===== src/rtl/phys_reg_free_list.sv =====
// Circular free list of physical register tags for rename. It holds a speculative head for
// dispatch pops and a committed head, so a flush can restore every speculatively popped tag.
module phys_reg_free_list #(
  parameter int NUM_PHYS_REGS = 64,
  parameter int NUM_ARCH_REGS = 32,
  parameter int DEPTH         = NUM_PHYS_REGS - NUM_ARCH_REGS,
  parameter int PREG_W        = $clog2(NUM_PHYS_REGS),
  parameter int PTR_W         = $clog2(DEPTH) + 1
) (
  input  logic              clk,
  input  logic              rst,
  input  logic              flush,
  input  logic              alloc_req,
  output logic              alloc_valid,
  output logic [PREG_W-1:0] alloc_preg,
  input  logic              commit_alloc,
  input  logic              free_valid,
  input  logic [PREG_W-1:0] free_preg,
  output logic              free_list_empty,
  output logic              free_list_full,
  output logic [PTR_W-1:0]  free_count,
  output logic              overflow_err
);
  localparam int IDX_W = PTR_W - 1;

  logic [PREG_W-1:0] mem [DEPTH];
  logic [PTR_W-1:0]  spec_head, commit_head, tail;
  logic [PTR_W-1:0]  commit_head_next;
  logic              push;

  // DEPTH need not be a power of two, so wrap explicitly at DEPTH-1 and toggle the wrap bit.
  function automatic logic [PTR_W-1:0] ptr_inc(input logic [PTR_W-1:0] p);
    if (p[IDX_W-1:0] == IDX_W'(DEPTH - 1))
      return {~p[PTR_W-1], {IDX_W{1'b0}}};
    else
      return {p[PTR_W-1], p[IDX_W-1:0] + IDX_W'(1)};
  endfunction

  assign free_list_empty = (tail == spec_head);
  assign free_list_full  = (tail[IDX_W-1:0] == spec_head[IDX_W-1:0]) &&
                           (tail[PTR_W-1] != spec_head[PTR_W-1]);

  always_comb begin
    if (tail[PTR_W-1] == spec_head[PTR_W-1])
      free_count = PTR_W'(tail[IDX_W-1:0]) - PTR_W'(spec_head[IDX_W-1:0]);
    else
      free_count = PTR_W'(DEPTH) - PTR_W'(spec_head[IDX_W-1:0]) + PTR_W'(tail[IDX_W-1:0]);
  end

  // Grant is combinational from the registered state; a same-cycle push is never bypassed.
  assign alloc_valid = alloc_req && !free_list_empty && !flush && !rst;
  assign alloc_preg  = mem[spec_head[IDX_W-1:0]];
  assign push        = free_valid && !free_list_full;

  assign commit_head_next = commit_alloc ? ptr_inc(commit_head) : commit_head;

  always_ff @(posedge clk) begin
    if (rst) begin
      for (int i = 0; i < DEPTH; i++)
        mem[i] <= PREG_W'(NUM_ARCH_REGS + i);
      spec_head    <= '0;
      commit_head  <= '0;
      tail         <= {1'b1, {IDX_W{1'b0}}};
      overflow_err <= 1'b0;
    end else begin
      if (push) begin
        mem[tail[IDX_W-1:0]] <= free_preg;
        tail                 <= ptr_inc(tail);
      end
      if (free_valid && free_list_full)
        overflow_err <= 1'b1;
      commit_head <= commit_head_next;
      // Retirement is non-speculative, so a flush still honours the same-cycle commit.
      if (flush)
        spec_head <= commit_head_next;
      else if (alloc_valid)
        spec_head <= ptr_inc(spec_head);
    end
  end
endmodule


===== config.mk =====
export PLATFORM = sky130hd
export DESIGN_NAME = phys_reg_free_list
export DESIGN_NICKNAME = d
export VERILOG_FILES = /design/src/rtl/phys_reg_free_list.sv
export SDC_FILE = /design/constraint.sdc
export NUM_CORES = 1
export LEC_CHECK = 0
export BUFFER_PORTS_ARGS = -buffer_cell sky130_fd_sc_hd__buf_2
export CORE_MARGIN = 3
export CORE_UTILIZATION = 55
export CTS_CLUSTER_DIAMETER = 120
export DETAILED_ROUTE_END_ITERATION = 12
export PLACE_DENSITY = 0.72
export SLEW_MARGIN = 20
export SYNTH_ARGS = -nofsm -noshare
export SYNTH_HDL_FRONTEND = slang
export SYNTH_SLANG_ARGS = --single-unit

===== constraint.sdc =====
create_clock -name clk -period 2.8 [get_ports clk]
set_input_delay 0.14 -clock clk [delete_from_list [all_inputs] [get_ports clk]]
set_output_delay 0.14 -clock clk [all_outputs]
set_load 0.02 [all_outputs]

==> flow_summary_export.csv <==
group,metric,value,unit
routing,drc,0,
synthesis,synthesis.area,10300,µm²
synthesis,synth_top_area_share,0.558,
timing,min_period_over_period,0.942,
synthesis,synthTopCellsByArea,"edfxtp_1 56%, mux4_2 10%, dfxtp_1 4.7%",
placed_design,place_ws,0.211,ns
synthesis,yosysWarningCount,0,
routing,drt_iter0_drc,653,
synthesis,yosys.area.top_type,"edfxtp_1",
die,die_h,143,µm
routing,via_per_inst,6.36,
routing,first_pass_iters,5,
timing,setup_tns,0,ns
worst_setup_path,crit_chain,"inv_1 > ha_1 > nand2_1 > buf_4 > o31ai_4 > nor3_1 > buf_2",
die,dieWidth,143,µm
timing,hold_viol,0,
job,maxCapViolCount,0,
final_layout,final_common_cell,"edfxtp_1",
final_layout,layout-drive-gt1-share,0.200,
placed_design,dpl.hpwl,15.5,mm
worst_setup_path,arrival,2.50,ns
worst_setup_path,r2r_slack,0.20,ns
timing,fin_ws,0.161,ns
worst_setup_path,critPathRequiredTime,2.66,ns
final_layout,final_cells,1035,
die,die_area,20500,µm²
synthesis,synth-seq-area-share,0.605,
die,initial_utilization,0.567,
timing,period_minus_slack,2.64,ns
timing,fin_hold_ws,0.0367,ns
final_layout,n_antenna_cell,0,
placed_design,portBuffers,27,
timing,fmax,0.379,GHz
cts,clk_latency,0.50,ns
synthesis,synthCells,779,
cts,cts-root-buf,"clkbuf_16",
worst_hold_path,min_path_type,"primary input to register",
global_routing,grt_max_degree,49,
global_routing,grt_pass1_wl,35.9,mm
routing,wl_per_cell,22.6,µm
cts,clk_pin_slew_worst_paths,0.06,ns
routing,wirelength,23.4,mm
cts,cts_sinks,216,
final_layout,nets,817,
die,pin_count,28,
run_status,status,"finished, final reports clean",
worst_setup_path,cpMaxStageDelayCell,"dfxtp_1",
cts,htree_num_levels,1,
worst_setup_path,critPathBufInv,3,
worst_setup_path,critPathTopFamily,"buffers and inverters",
final_layout,fillers,1283,
worst_setup_path,start_kind,"register",
power_and_ir_drop,ir_worst_vdd,0.473,mV
timing,setup_viol_count_final,0,
timing,maxSlewViolCount,0,
synthesis,syn_nets,806,
die,core,18200,µm²
cts,cts_tree,"built",
synthesis,synth-seq-cells,216,
worst_setup_path,slowest_delay,0.43,ns
final_layout,syn2layout_area_growth,11.5,%
worst_setup_path,cp_max_fo,7,
timing,relSlewSlack,0.425,
timing,fin_skew,0.0110,ns
routing,drt.antenna.violating_nets,0,
placed_design,dp.cells,987,
global_routing,first_global_vias,6484,
final_layout,post-route-util,0.633,
synthesis,ys_async_sr_fraction,0,
synthesis,yosysUniqueCellTypes,53,
global_routing,grt_usage,0.232,
worst_setup_path,end_kind,"output port",
power_and_ir_drop,power.leakage,3.50,nW
placed_design,gp_congestion,0.900,
global_routing,antenna_found_initial,0,
final_layout,layout_common_cells,"192 x edfxtp_1, 70 x or3_1, 61 x nand2_1, 49 x nor3_1",
timing,worstMarginPinSlew,0.854,ns
synthesis,synth_edf_count,192,
worst_setup_path,path_class,"register to output port",
cts,cts.path.max_buffers,3,
synthesis,synth_top_flop_cell,"edfxtp_1",
synthesis,syn_avg_cell_area,13.3,µm²
power_and_ir_drop,powerDensity,635,nW/µm²
routing,vias,6586,
cts,numCtsBuffers,23,
die,rows,49,
global_routing,globalRouteOverflowTotal,0,
[per-layer routing]
layer | wire length [µm] | global-route usage | vias to the layer above | share of wire
met5 | 0 | 0 | - | 0
li1 | - | - | 2995 | -
met3 | 1980 | 0.0469 | 71 | 0.085
met4 | 935 | 0.0970 | 0 | 0.040
met1 | 9120 | 0.303 | 3205 | 0.39
met2 | 11300 | 0.382 | 315 | 0.48
[state kept, by name, summed over array words and instances (netlist names), named ones only]
signal	cells
commit_head	6
spec_head	6
mem	192
tail	6
overflow_err	1
[tightest hold or removal path: stages]
cell and delay [ns]:
buf_2 0.14, a21oi_1 0.15, a2111oi_0 0.07
[cell type report]
type | instances | area [µm²] | share of cell area
flip-flops and latches | 216 | 6250 | 0.542
multi-input cells | 472 | 3690 | 0.321
clock buffers | 29 | 648 | 0.0562
repair buffers | 59 | 460 | 0.0400
well taps | 229 | 287 | 0.0249
clock inverters | 12 | 118 | 0.0102
inverters | 18 | 67.6 | 0.00586
[power breakdown]
group          switching [W]  internal, W
clock network        0.00121      0.00182
registers          0.0000503      0.00359
logic               0.000420     0.000237
[final timing paths]
path	from	end	depth (start not counted)
min reg2reg	overflow_err	overflow_err	2
min	alloc_req	spec_head[5]	3
max	tail[0]	alloc_valid	7
max reg2reg	tail[0]	mem[18][5]	6
[metrics by stage]
stage | cell area (µm²) | power (W)
finish | 11500 | 0.00732
global placement | 10700 | 0.00433
detailed placement | 10700 | 0.00435
floorplan | 10300 | 0.00413
global route | 11500 | 0.00751
CTS | 11500 | 0.00734
[kinds of logic after synthesis]
family	Yosys count	synth area share
flops	216	0.605
simple gates	301	0.154
compound gates	96	0.0666
buf+inv	91	0.0378
fa+ha+maj	15	0.0189
xor+xnor	6	0.00763
mux	54	0.110
[repair_timing]
action                                  CTS  global route
gates resized for setup                   0             2
hold endpoints to repair                  4             0
endpoints found under the setup margin    0             8
hold buffers                              4             0
setup buffers                             0             3
[cells in the mapped netlist, drive strengths merged (2+ instances only)]
cell type	instances
a211o	3
a21oi	13
a31oi	3
and2	30
and3	5
buf	26
clkbuf	47
dfxtp	24
edfxtp	192
ha	14
inv	18
mux2i	6
mux4	48
nand2	61
nand3	6
nand3b	6
nor2	48
nor3	50
nor4	7
o211ai	2
o21ai	34
o22ai	24
o311a	2
o311ai	5
o31ai	6
or2	4
or3	70
or3b	4
or4	2
xnor2	3
xor2	3
(Power assumes the default switching activity.)
